<file path="config.mk">
export PLATFORM = sky130hd
export DESIGN_NAME = muldiv_unit
export DESIGN_NICKNAME = d
export VERILOG_FILES = /design/src/rtl/muldiv_unit_pkg.sv /design/src/rtl/muldiv_datapath.sv /design/src/rtl/muldiv_unit.sv
export SDC_FILE = /design/constraint.sdc
export NUM_CORES = 1
export LEC_CHECK = 0
export CAP_MARGIN = 5
export CORE_MARGIN = 2
export CORE_UTILIZATION = 45
export CTS_CLUSTER_DIAMETER = 50
export DETAILED_ROUTE_END_ITERATION = 6
export PLACE_DENSITY_LB_ADDON = 0.12
export SLEW_MARGIN = 30
export SYNTH_ARGS = -nofsm -noshare
export SYNTH_HDL_FRONTEND = slang
export SYNTH_HIERARCHICAL = 1
export SYNTH_SLANG_ARGS = --single-unit
</file>
<file path="constraint.sdc">
create_clock -name clk -period 6.7 [get_ports clk]
set_input_delay 1.005 -clock clk [delete_from_list [all_inputs] [get_ports clk]]
set_output_delay 1.005 -clock clk [all_outputs]
set_load 0.005 [all_outputs]
</file>
<file path="src/rtl/muldiv_unit_pkg.sv">
// Shared constants for the iterative multiply/divide unit.
//   - RV32M funct3 encodings for the eight M-extension operations.
//   - FSM state encoding (2 bits).
//   - Helpers deciding which operands an operation treats as signed.
package muldiv_unit_pkg;

    localparam logic [2:0] F3Mul    = 3'b000;
    localparam logic [2:0] F3Mulh   = 3'b001;
    localparam logic [2:0] F3Mulhsu = 3'b010;
    localparam logic [2:0] F3Mulhu  = 3'b011;
    localparam logic [2:0] F3Div    = 3'b100;
    localparam logic [2:0] F3Divu   = 3'b101;
    localparam logic [2:0] F3Rem    = 3'b110;
    localparam logic [2:0] F3Remu   = 3'b111;

    typedef enum logic [1:0] {
        StIdle = 2'b00,
        StCalc = 2'b01,
        StFix  = 2'b10,
        StDone = 2'b11
    } state_e;

    // MUL is computed unsigned: its low half is sign-agnostic.
    function automatic logic op_a_signed(input logic [2:0] f);
        return (f == F3Mulh) || (f == F3Mulhsu) || (f == F3Div) || (f == F3Rem);
    endfunction

    function automatic logic op_b_signed(input logic [2:0] f);
        return (f == F3Mulh) || (f == F3Div) || (f == F3Rem);
    endfunction

endpackage

</file>
<file path="src/rtl/muldiv_datapath.sv">
// Shift-add multiplier / restoring divider datapath on unsigned magnitudes.
// Ports:
//   clk, rst      clock, synchronous active-low reset (clears all state)
//   init          load operands: mul -> acc = {0, b}, div -> acc = {0, a}
//   step          perform one multiply or divide iteration
//   is_div        selects divide behaviour for init/step and for negation
//   negate        combinational two's-complement of the outputs
//   a_mag, b_mag  operand magnitudes
//   res_hi        mul: product high half; div: remainder
//   res_lo        mul: product low half;  div: quotient
module muldiv_datapath #(
    parameter int unsigned N = 32
) (
    input  logic         clk,
    input  logic         rst,
    input  logic         init,
    input  logic         step,
    input  logic         is_div,
    input  logic         negate,
    input  logic [N-1:0] a_mag,
    input  logic [N-1:0] b_mag,
    output logic [N-1:0] res_hi,
    output logic [N-1:0] res_lo
);

    logic [2*N-1:0] acc_q, acc_d;
    logic [N-1:0]   opnd_q, opnd_d;   // multiplicand or divisor

    logic [N-1:0]   hi, lo;
    logic [N:0]     add_sum;
    logic [N:0]     part_rem;
    logic [N:0]     diff;
    logic [2*N-1:0] mul_next, div_next, neg_full;
    logic [N-1:0]   neg_hi;

    always_comb begin
        hi       = acc_q[2*N-1:N];
        lo       = acc_q[N-1:0];
        // Multiply: conditionally add multiplicand into the high half, shift right with carry.
        add_sum  = {1'b0, hi} + {1'b0, opnd_q};
        mul_next = lo[0] ? {add_sum, lo[N-1:1]} : {1'b0, hi, lo[N-1:1]};
        // Divide: shift next dividend bit into the remainder, keep the difference if non-negative.
        part_rem = {hi, lo[N-1]};
        diff     = part_rem - {1'b0, opnd_q};
        div_next = diff[N] ? {part_rem[N-1:0], lo[N-2:0], 1'b0}
                           : {diff[N-1:0], lo[N-2:0], 1'b1};

        acc_d  = acc_q;
        opnd_d = opnd_q;
        if (init) begin
            acc_d  = {{N{1'b0}}, (is_div ? a_mag : b_mag)};
            opnd_d = is_div ? b_mag : a_mag;
        end else if (step) begin
            acc_d = is_div ? div_next : mul_next;
        end

        // A product is negated as one 2N-bit value; quotient and remainder independently.
        neg_full = -acc_q;
        neg_hi   = -hi;
        res_lo   = negate ? neg_full[N-1:0] : lo;
        res_hi   = negate ? (is_div ? neg_hi : neg_full[2*N-1:N]) : hi;
    end

    always_ff @(posedge clk) begin
        if (!rst) begin
            acc_q  <= '0;
            opnd_q <= '0;
        end else begin
            acc_q  <= acc_d;
            opnd_q <= opnd_d;
        end
    end

endmodule

</file>
<file path="src/rtl/muldiv_unit.sv">
// Iterative RV M-extension multiply/divide unit (latency N+2, special divides 1).
// Ports:
//   clk, rst       clock, synchronous active-low reset
//   start, flush   request (accepted in IDLE/DONE), abort to IDLE (beats start)
//   funct3         M-extension operation select
//   op_a, op_b     rs1 / rs2 operands
//   busy           high in CALC and FIX (pipeline stall)
//   done           one-cycle pulse, result valid
//   result         last completed result, held until the next completion
module muldiv_unit
    import muldiv_unit_pkg::*;
#(
    parameter int unsigned N      = 32,
    parameter int unsigned FUNCT3 = 3
) (
    input  logic              clk,
    input  logic              rst,
    input  logic              start,
    input  logic              flush,
    input  logic [FUNCT3-1:0] funct3,
    input  logic [N-1:0]      op_a,
    input  logic [N-1:0]      op_b,
    output logic              busy,
    output logic              done,
    output logic [N-1:0]      result
);

    localparam int unsigned    CntW    = $clog2(N) + 1;
    localparam logic [CntW-1:0] CntLast = CntW'(N - 1);
    localparam logic [N-1:0]   MinNeg  = {1'b1, {(N - 1){1'b0}}};

    state_e              state_q, state_d;
    logic [CntW-1:0]     cnt_q, cnt_d;
    logic [FUNCT3-1:0]   funct3_q, funct3_d;
    logic                sign_a_q, sign_a_d, sign_b_q, sign_b_d;
    logic                busy_q, busy_d, done_q, done_d;
    logic [N-1:0]        result_q, result_d;

    logic                in_sign_a, in_sign_b, div_zero, div_ovf;
    logic [N-1:0]        a_mag, b_mag, res_hi, res_lo;
    logic                dp_init, dp_step, dp_is_div, dp_negate;

    always_comb begin
        in_sign_a = op_a_signed(funct3) & op_a[N-1];
        in_sign_b = op_b_signed(funct3) & op_b[N-1];
        a_mag     = in_sign_a ? -op_a : op_a;
        b_mag     = in_sign_b ? -op_b : op_b;
        div_zero  = funct3[2] && (op_b == '0);
        div_ovf   = ((funct3 == F3Div) || (funct3 == F3Rem)) && (op_a == MinNeg) && (&op_b);

        // Quotient and product take sign(a)^sign(b); remainder follows the dividend.
        case (funct3_q)
            F3Mulh, F3Mulhsu, F3Div: dp_negate = sign_a_q ^ sign_b_q;
            F3Rem:                   dp_negate = sign_a_q;
            default:                 dp_negate = 1'b0;
        endcase

        state_d   = state_q;
        cnt_d     = cnt_q;
        funct3_d  = funct3_q;
        sign_a_d  = sign_a_q;
        sign_b_d  = sign_b_q;
        busy_d    = 1'b0;
        done_d    = 1'b0;
        result_d  = result_q;
        dp_init   = 1'b0;
        dp_step   = 1'b0;
        dp_is_div = funct3_q[2];

        if (flush) begin
            state_d = StIdle;
        end else begin
            unique case (state_q)
                StIdle, StDone: begin
                    if (start) begin
                        funct3_d  = funct3;
                        sign_a_d  = in_sign_a;
                        sign_b_d  = in_sign_b;
                        cnt_d     = '0;
                        dp_init   = 1'b1;
                        dp_is_div = funct3[2];
                        if (div_zero) begin
                            state_d  = StDone;
                            done_d   = 1'b1;
                            result_d = funct3[1] ? op_a : '1;
                        end else if (div_ovf) begin
                            state_d  = StDone;
                            done_d   = 1'b1;
                            result_d = funct3[1] ? '0 : op_a;
                        end else begin
                            state_d = StCalc;
                            busy_d  = 1'b1;
                        end
                    end else begin
                        state_d = StIdle;
                    end
                end
                StCalc: begin
                    dp_step = 1'b1;
                    cnt_d   = cnt_q + CntW'(1);
                    busy_d  = 1'b1;
                    if (cnt_q == CntLast) begin
                        state_d = StFix;
                    end
                end
                StFix: begin
                    state_d = StDone;
                    done_d  = 1'b1;
                    if (funct3_q == F3Mul) begin
                        result_d = res_lo;
                    end else if (!funct3_q[2]) begin
                        result_d = res_hi;
                    end else begin
                        result_d = funct3_q[1] ? res_hi : res_lo;
                    end
                end
                default: state_d = StIdle;
            endcase
        end
    end

    always_ff @(posedge clk) begin
        if (!rst) begin
            state_q  <= StIdle;
            cnt_q    <= '0;
            funct3_q <= '0;
            sign_a_q <= 1'b0;
            sign_b_q <= 1'b0;
            busy_q   <= 1'b0;
            done_q   <= 1'b0;
            result_q <= '0;
        end else begin
            state_q  <= state_d;
            cnt_q    <= cnt_d;
            funct3_q <= funct3_d;
            sign_a_q <= sign_a_d;
            sign_b_q <= sign_b_d;
            busy_q   <= busy_d;
            done_q   <= done_d;
            result_q <= result_d;
        end
    end

    muldiv_datapath #(
        .N (N)
    ) u_datapath (
        .clk    (clk),
        .rst    (rst),
        .init   (dp_init),
        .step   (dp_step),
        .is_div (dp_is_div),
        .negate (dp_negate),
        .a_mag  (a_mag),
        .b_mag  (b_mag),
        .res_hi (res_hi),
        .res_lo (res_lo)
    );

    assign busy   = busy_q;
    assign done   = done_q;
    assign result = result_q;

endmodule
</file>
# Word-level counts from Yosys, hierarchy flattened
# Cells that the tools add are included.
[classes]
add_sub_neg = 7
eq_ne = 16
muxes = 45
n_bitwise = 5
n_reduce_logical = 23
[ops]
columns = ["cell", "count"]
rows = [
  ["32-bit 2-to-1 mux", 17],
  ["64-bit 2-to-1 mux", 3],
  ["32-bit negator", 3],
  ["64-bit negator", 1],
  ["32-bit case mux with 2 select lines", 1],
  ["32-bit by 32-bit adder with 33-bit output", 1],
  ["33-bit by 32-bit subtractor with 33-bit output", 1],
  ["32-bit == test (second input constant)", 1],
  ["32-bit logical NOT", 1],
  ["32-bit AND reduction", 1],
  ["1-bit 2-to-1 mux", 14],
  ["3-bit == test (second input constant)", 4],
  ["6-bit case mux with 2 select lines", 1],
  ["2-bit 2-to-1 mux", 4],
  ["6-bit by 1-bit adder with 6-bit output (second input constant)", 1],
  ["3-bit by 1-bit == test with 1-bit output (second input constant)", 2],
  ["3-bit by 2-bit == test with 1-bit output (second input constant)", 2],
  ["6-bit by 5-bit == test with 1-bit output (second input constant)", 1],
  ["1-bit logical OR", 6],
  ["6-bit 2-to-1 mux", 1],
  ["1-bit case mux with 2 select lines", 3],
  ["2-bit case mux with 3 select lines", 1],
  ["3-bit AND reduction", 2],
  ["2-bit nonzero test", 3],
  ["other kinds (13)", 21],
]
[word_totals]
regBits = 143
inputBits = 71
out_inout_bits = 34
elab_cells = 107

# Longest topological paths before layout
# Gate-level depths: netlist of the first run.
[logic_depth]
depth_word = 10
mapped_depth = 17
mapped_depth_nobuf = 14

# Hierarchy
# Netlist of the first run, hierarchy kept.
[by_module_without_submodules]
columns = ["mod", "instances", "cells_each", "area_per_inst_um2", "seq_area_each_um2"]
rows = [
  ["muldiv_datapath", 1, 1329, 10176.0, 1921.8],
  ["muldiv_unit", 1, 569, 4297.9, 940.9],
]

# Least setup slack after synthesis of the first run
# OpenSTA, ideal clock, no wires.
[synth_timing]
kind = "flip-flop to flip-flop"
from = "register u_datapath.acc_q[0]"
to = "register result_q[20], in the netlist result[20]"
setup_time_ps = 59
arrival_time_ps = 3866
required_ps = 6641
setup_slack_ps = 2775
path_stages_with_launch = 18
path_buffers = 3
cell_sequence = "dfxtp_1 clkbuf_1 inv_1 clkbuf_1 ha_1 nand2_1 or4_4 or3_4 nor2_4 o21ai_2 or3_4 or3_1 buf_2 o41ai_2 xnor2_1 nand2_1 a32oi_1 a22o_1"
[synth_via]
elab_chain_len = 7
[synth_rtl]
columns = ["element", "line_no", "rtl"]
rows = [
  ["from (decl)", "muldiv_datapath.sv:26", "logic [2*N-1:0] acc_q, acc_d;"],
  ["from (signal assigned)", "muldiv_datapath.sv:66", "acc_q <= '0;"],
  ["from (signal assigned)", "muldiv_datapath.sv:69", "acc_q <= acc_d;"],
  ["64-bit negator *", "muldiv_datapath.sv:58", "neg_full = -acc_q;"],
  ["32-bit 2-to-1 mux * (2 in a row)", "muldiv_datapath.sv:61", "res_hi = negate ? (is_div ? neg_hi : neg_full[2*N-1:N]) : hi;"],
  ["named net res_hi[20]", "muldiv_unit.sv:40", "logic [N-1:0] a_mag, b_mag, res_hi, res_lo;"],
  ["32-bit 2-to-1 mux", "muldiv_unit.sv:114", "result_d = funct3_q[1] ? res_hi : res_lo;"],
  ["32-bit 2-to-1 mux *", "muldiv_unit.sv:111", "end else if (!funct3_q[2]) begin"],
  ["32-bit 2-to-1 mux *", "muldiv_unit.sv:109", "if (funct3_q == F3Mul) begin"],
  ["32-bit case mux with 2 select lines *", "muldiv_unit.sv:73", "unique case (state_q)"],
  ["to (signal assigned)", "muldiv_unit.sv:140", "result_q <= result_d;"],
  ["to (decl)", "muldiv_unit.sv:37", "logic [N-1:0] result_q, result_d;"],
]
# The timed path passes the listed nets; every way through them passes the cells marked *.
# A chain may end at the register's enable or synchronous reset.

# Worst setup path after layout of the first run
[layout_timing]
from = "input port flush"
to = "register result_q[28], in the netlist result[28]"
[layout_via]
elab_chain_len = 7
[layout_rtl]
columns = ["element", "line_no", "rtl"]
rows = [
  ["from (decl)", "muldiv_unit.sv:19", "input logic flush,"],
  ["1-bit 2-to-1 mux *", "muldiv_unit.sv:70", "if (flush) begin"],
  ["named net dp_is_div", "muldiv_unit.sv:41", "logic dp_init, dp_step, dp_is_div, dp_negate;"],
  ["32-bit 2-to-1 mux * (2 in a row)", "muldiv_datapath.sv:61", ""],
  ["named net res_hi[28]", "muldiv_unit.sv:40", ""],
  ["32-bit 2-to-1 mux", "muldiv_unit.sv:114", ""],
  ["32-bit 2-to-1 mux *", "muldiv_unit.sv:111", ""],
  ["32-bit 2-to-1 mux *", "muldiv_unit.sv:109", ""],
  ["32-bit case mux with 2 select lines *", "muldiv_unit.sv:73", ""],
]
# Marks and branches as above.

==> key figures, run 1 <==
Worst hold path
  – Worst hold path class: reg2reg

Yosys
  – Library cells used by synthesis: 90
  – Most common cell in the netlist: nand2_1
  – Mapped cell area: 14500 um^2
  – Part of the Yosys area used for sequential elements: 19.8%
  – Synth Instances: around 1900
  – FFs w/ async S/R, synth: 0%
  – Top cell type by total area after synthesis: dfxtp_1
  – Synth Area per Inst: roughly 7.6 um^2
  – Yosys warning count: 6
  – EDFF count, synth: 0
  – Post-synthesis register bit count: roughly 140
  – Top cells by count, synth: nand2_1, a21oi_1, dfxtp_1
  – Area contributors post-synth: dfxtp_1, mux2i_1, xnor2_1
  – Syn nets: 2043
  – Post-synth top area share: slightly below 20%
  – Primary FF master, synth: dfxtp_1

Floorplan
  – Die area: 33600 um^2
  – Initial cell density of the core: roughly 46%
  – Top-Level Pins: 105
  – Die Span Y: 183 um
  – CORE AREA: approximately 32000 um^2
  – Site Rows: 65
  – Die outline width: between 150 and 200 um

Pwr
  – Leak: ~6.5 nW
  – Cell Pwr Density: approximately 180 nW/um^2
  – Flop pwr share: 33.3%
  – Combinational group share of total power: a little under a third
  – NetSw: 1.07 mW
  – Internal power consumption: 1.82 mW
  – Clock group share of total power: between 30% and 40%
  – Switching part of the total: a little under two fifths
  – Maximum VDD drop: around 190 uV

Drt
  – Drt pass-1 iters: 5
  – Detailed-route DRC error count: 0
  – WL final: approximately 47000 um
  – DRT iter0 DRCs: between 1000 and 1500
  – Avg Vias per Cell: approximately 6
  – WL/cell: approximately 20 um
  – Via count: approximately 14000
  – Final ANT Viol Nets: 0

Clock tree
  – Root buf cell: clkbuf_16
  – CTS resizes: 0
  – Clock transition at path regs: roughly 70 ps
  – CTS tree: built
  – Number of hold buffers added after cts: 0
  – Total CTS buffers: 17
  – H-tree depth: 4
  – Clk sink count: 143
  – CTS max path bufs: 2
  – Setup bufs post-CTS: 0
  – Latest clock arrival within the worst-skew pair: between 400 and 500 ps

GRT
  – Vias in the first global route: 13000
  – Initial antenna violation count: 0
  – Met3 GRT Util: under 10%
  – M1 GR Usage: between 30% and 40%
  – Gr usage total: between 20% and 30%
  – Global routing usage on met2: 47.0%
  – Global-route wire length before repair: approximately 73000 um
  – GRT overflow: 0
  – Largest net degree at the start of global routing: 112
  – Global routing's busiest layer: met2

STA
  – Maximum clock frequency: between 0.2 and 0.25 GHz
  – Final period util: between 60 and 70%
  – Final setup vio count: 0
  – Clock skew: roughly 12 ps
  – Worst-margin pin slew: between 900 and 1000 ps
  – Hold Slack: 475 ps
  – RSZ-0062 raised after global routing: false
  – Slew Viols, Final: 0
  – Slew margin rel.: approximately a third
  – Final TNS setup: 0 ps
  – Final min period: ~4600 ps
  – Final count of hold timing violations: 0

Place
  – Port bufs: between 100 and 150
  – RD Place Congestion: about 0.93
  – Hpwl dp: about 35000 um
  – Placed Area: roughly 16000 um^2

Finish
  – Final #Nets: ~2000
  – Share of layout cells above drive strength 1: under 10%
  – Final-layout fill cell count: between 3000 and 4000
  – Final Instance Area: ~16000 um^2
  – Multi-input logic area: between 10000 and 15000 um^2
  – # diodes: 0
  – Area grow syn2layout: 11.8%
  – Storage element area: between 2000 and 3000 um^2
  – Layout Utilization: 51.1%

Setup path
  – CP max FO: 76
  – Kind of critical path: in2reg
  – Worst path required time: a little over 7000 ps
  – Crit path launch type: primary input
  – WP data arrival: 4950 ps
  – Setup crit end kind: register

Outcome
  – Status: finished clean

Run
  – Max_cap viols: 0
==> registers in the layout, indices dropped and copies added (netlist names) <==
signal and cells:
done 1, sign_b_q 1, busy 1, u_datapath/acc_q 64
sign_a_q 1, result 32, cnt_q 6, funct3_q 3
u_datapath/opnd_q 32, state_q 2
==> cell type report <==
cell class              count  area share, %
flip-flops and latches    143           17.7
clock inverters            15           1.07
repair buffers            119           7.23
well taps                 402           3.11
inverters                  63           1.48
multi-input cells        1555           66.8
clock buffers              17           2.63
==> through the flow <==
stage	std cells	setup WS, ps	total power, mW
after floorplan	1898	2770	1.62
after global placement	2281	1850	1.88
after detailed placement	2281	1750	1.89
after CTS	2313	2220	2.89
after global routing	2314	1900	3.03
final	2314	2140	2.90
==> critical path: stages <==
cell,delay [ps]
clkdlybuf4s50_1,490
inv_1,140
nand3_1,200
inv_4,310
mux2_8,650
o21ai_2,220
or3_4,440
or3_1,530
o41ai_2,290
xnor2_1,150
nand2_1,70
a32oi_1,220
a22o_1,140
==> metal layers <==
layer  wire, um  up-vias
li1           -     6954
met1      21200     6824
met2      23000      384
met3       1790       57
met4       1150        0
met5          0        -
==> cell usage in the layout, fill, tap and decap left out, types with 22 or more instances in the layout <==
master | Yosys | final
o31ai_1 | 26 | 26
mux2i_1 | 112 | 112
ha_1 | 72 | 71
a21oi_1 | 175 | 174
dfxtp_1 | 143 | 142
inv_1 | 59 | 59
a22o_1 | 33 | 33
nand2_1 | 252 | 252
o211a_1 | 63 | 63
xor2_1 | 54 | 53
o21bai_1 | 40 | 40
o211ai_1 | 22 | 22
clkdlybuf4s50_1 | 0 | 103
nor3_1 | 36 | 35
a32oi_1 | 32 | 32
o21ai_1 | 27 | 27
nor2_1 | 119 | 118
o21ai_0 | 78 | 78
xnor2_1 | 126 | 126
==> power groups by stage <==
stage	registers, mW	clock network, mW	logic (mW)
floorplan	0.947	0	0.677
global placement	0.982	0	0.900
detailed placement	0.982	0	0.908
CTS	0.962	1.02	0.913
global route	0.969	1.05	1.01
finish	0.964	1.01	0.925
==> cells by family after synthesis <==
kind of cell    after synthesis  share of synthesized area [%]
compound gates              631                           30.5
simple gates                553                           18.1
buf+inv                     200                           6.15
xor+xnor                    180                           10.9
flops                       143                           19.8
mux                         117                           8.13
fa+ha+maj                    74                           6.50
==> worst paths after layout <==
check / from / to / slack [ps] / cells after the start
setup / recovery: flush / result[28] / 2140 / 13
hold / removal: sign_a_q / sign_a_q / 480 / 2
hold reg to reg: sign_a_q / sign_a_q / 480 / 2
setup reg to reg: u_datapath/acc_q[0] / result[28] / 2330 / 14
Power figures use the tool's default switching activity.
==> inputs of run 2 (changes only) <==
==> constraint.sdc (replaced) <==
create_clock -name clk -period 3.65 [get_ports clk]
set_input_delay 0.5475 -clock clk [delete_from_list [all_inputs] [get_ports clk]]
set_output_delay 0.5475 -clock clk [all_outputs]
set_load 0.005 [all_outputs]
==> run 2 against run 1 <==
Wire length increased by 2.9%. Sequential power increased by 79%. Register-to-register slack got worse by 2200 ps. Sequential share of layout area decreased by 1.0 points. Design area increased by 6.2%. Setup slack got worse by 2000 ps. Critical endpoint is now result[27]. Highest routed layer unchanged.
==> key figures, run 2 (same netlist as run 1, synthesis figures left out) <==
Drt
  – Avg Vias per Cell: 6.15 (was 6.14)
  – Drt pass-1 iters: 5 (unchanged)
  – WL final: 48500 um (was 47100 um)
  – Detailed-route DRC error count: 0 (unchanged)
  – Via count: 14900 (was 14200)
  – DRT iter0 DRCs: 1335 (was 1295)
  – Final ANT Viol Nets: 0 (unchanged)
  – WL/cell: 20.0 um (was 20.4 um)

STA
  – RSZ-0062 raised after global routing: true (was false)
  – Final period util: 97.2%
  – Final setup vio count: 0 (unchanged)
  – Final min period: ~3500 ps
  – Maximum clock frequency: roughly 0.28 GHz
  – Final count of hold timing violations: 0 (unchanged)
  – Slew margin rel.: 41.4% (was 33.5%)
  – Worst-margin pin slew: 874 ps (was 998 ps)
  – Slew Viols, Final: 0 (unchanged)
  – Final WS setup: 102 ps (was 2140 ps)
  – Final TNS setup: 0 ps (unchanged)
  – Clock skew: 9.06 ps (was 12.5 ps)

Floorplan
  – Site Rows: 65 (unchanged)
  – CORE AREA: 31600 um^2 (unchanged)
  – Die area: 33600 um^2 (unchanged)
  – Die outline width: 183 um (unchanged)
  – Top-Level Pins: 105 (unchanged)
  – Initial cell density of the core: 45.8% (unchanged)
  – Die Span Y: 183 um (unchanged)

Finish
  – Final #Nets: 2158 (was 2044)
  – # diodes: 0 (unchanged)
  – Final Instance Area: 17200 um^2 (was 16200 um^2)
  – Top reg by flops: u_datapath/acc_q (unchanged)
  – Share of layout cells above drive strength 1: 11.2% (was 5.65%)
  – Most frequent cells in the layout: nand2_1, a21oi_1, dfxtp_1, xnor2_1, buf_4 (was nand2_1, a21oi_1, dfxtp_1, xnor2_1, nor2_1)
  – Commonest non-fill, non-tap cell in the layout: nand2_1 (unchanged)
  – Max reg flops: 64 (unchanged)
  – Area grow syn2layout: 18.8% (was 11.8%)

Clock tree
  – Latest clock arrival within the worst-skew pair: 440 ps (about the same)
  – H-tree depth: 4 (unchanged)
  – CTS tree: built (unchanged)
  – Clock transition at path regs: 60 ps (was 70 ps)
  – CTS max path bufs: 2 (unchanged)
  – Number of hold buffers added after cts: 0 (unchanged)
  – Clk sink count: 143 (unchanged)
  – Total CTS buffers: 17 (unchanged)
  – Root buf cell: clkbuf_16 (unchanged)

Setup path
  – WP data arrival: 3920 ps (was 4950 ps)
  – Worst path required time: 4030 ps (was 7090 ps)
  – Worst path slowest cell: or4_4 (was mux2_8)
  – Crit path cell chain: or4_4, or4_4, nor3_4, nand2_4, nor2_4, o211ai_2, or3_4, or3_4, buf_12, o31ai_4, xnor2_1, nand2_1, a32oi_2, a22o_1 (was clkdlybuf4s50_1, inv_1, nand3_1, inv_4, mux2_8, o21ai_2, or3_4, or3_1, o41ai_2, xnor2_1, nand2_1, a32oi_1, a22o_1)
  – Critical Path Max Stage Delay: 530 ps (was 650 ps)
  – CP max FO: 8 (was 76)
  – Crit path max-delay family: simple AND/OR/NAND/NOR gates (unchanged)
  – Crit path buf inv count: 1 (was 3)
  – Crit path launch type: register (was primary input)
  – Kind of critical path: reg2reg (was in2reg)
  – Setup crit end kind: register (unchanged)

Run
  – Max_cap viols: 0 (unchanged)

GRT
  – Gr usage total: 28.1% (was 27.2%)
  – Vias in the first global route: 13800 (was 13000)
  – GRT overflow: 0 (unchanged)
  – Global-route wire length before repair: 75000 um (was 72700 um)
  – Largest net degree at the start of global routing: 114 (was 112)
  – Initial antenna violation count: 0 (unchanged)

Worst hold path
  – Worst hold path class: reg2reg (unchanged)

Place
  – RD Place Congestion: 0.968 (was 0.932)
  – Placed Area: 16400 um^2 (was 15500 um^2)
  – Worst slack, placed: 30.8 ps (was 1750 ps)
  – Hpwl dp: 36900 um (was 35000 um)
  – Port bufs: 104 (unchanged)

Pwr
  – Maximum VDD drop: 319 uV (was 192 uV)
  – Leak: 7.11 nW (was 6.52 nW)
  – Cell Pwr Density: 312 nW/um^2 (was 179 nW/um^2)

Outcome
  – Status: finished clean (unchanged)
==> run 2: power breakdown <==
group,switching (mW),internal (mW),total (mW)
Combinational,1.11,0.818,1.93
Clock,0.757,0.942,1.70
Sequential,0.0945,1.64,1.73
Total,1.96,3.40,5.36
==> run 2: metrics by stage <==
stage,utilization [%],hold WS [ps],cells,power (mW)
4_1_cts,53.7,479,2422,5.29
6_report,54.3,479,2428,5.36
2_1_floorplan,-,449,1898,2.98
3_3_place_gp,51.9,460,2390,3.58
5_1_grt,54.3,498,2428,5.63
3_5_place_dp,51.9,463,2390,3.60
==> run 2: timing repair <==
| action | in CTS | in global routing |
|---|---|---|
| setup buffers | 0 | 6 |
| endpoints found under the setup margin | 0 | 38 |
| resized for setup | 0 | 22 |
==> run 2: final cells by class <==
| class | instances | area, um^2 |
|---|---|---|
| Clock buffer | 20 | 437 |
| Clock inverter | 12 | 114 |
| Timing Repair Buffer | 233 | 2120 |
| Tap cell | 402 | 503 |
| Multi-Input combinational cell | 1555 | 10900 |
| Fill cell | 3076 | 14400 |
| Inverter | 63 | 239 |
| Sequential cell | 143 | 2870 |
==> run 2: worst paths after layout <==
| check | startpoint | endpoint | slack (ps) | cells after the start |
|---|---|---|---|---|
| setup / recovery | u_datapath/acc_q[17] | result[27] | 100 | 14 |
| hold / removal | result[6] | result[6] | 480 | 1 |
| setup reg to reg | u_datapath/acc_q[17] | result[27] | 100 | 14 |
| hold reg to reg | result[6] | result[6] | 480 | 1 |
==> run 2: routing by layer <==
metal,vias up,GRT usage [%],wire (um)
li1,7181,-,-
met3,97,3.16,2230
met5,-,0,0
met2,506,47.2,23000
met4,0,10.2,1620
met1,7139,37.2,21600
==> run 2: worst reg2reg max path, delay by kind of cell, from the launching register on <==
kind	cells	cell delay, ps
flops	1	320
simple gates	8	2240
xor+xnor	1	150
compound gates	4	630
buf+inv	1	160
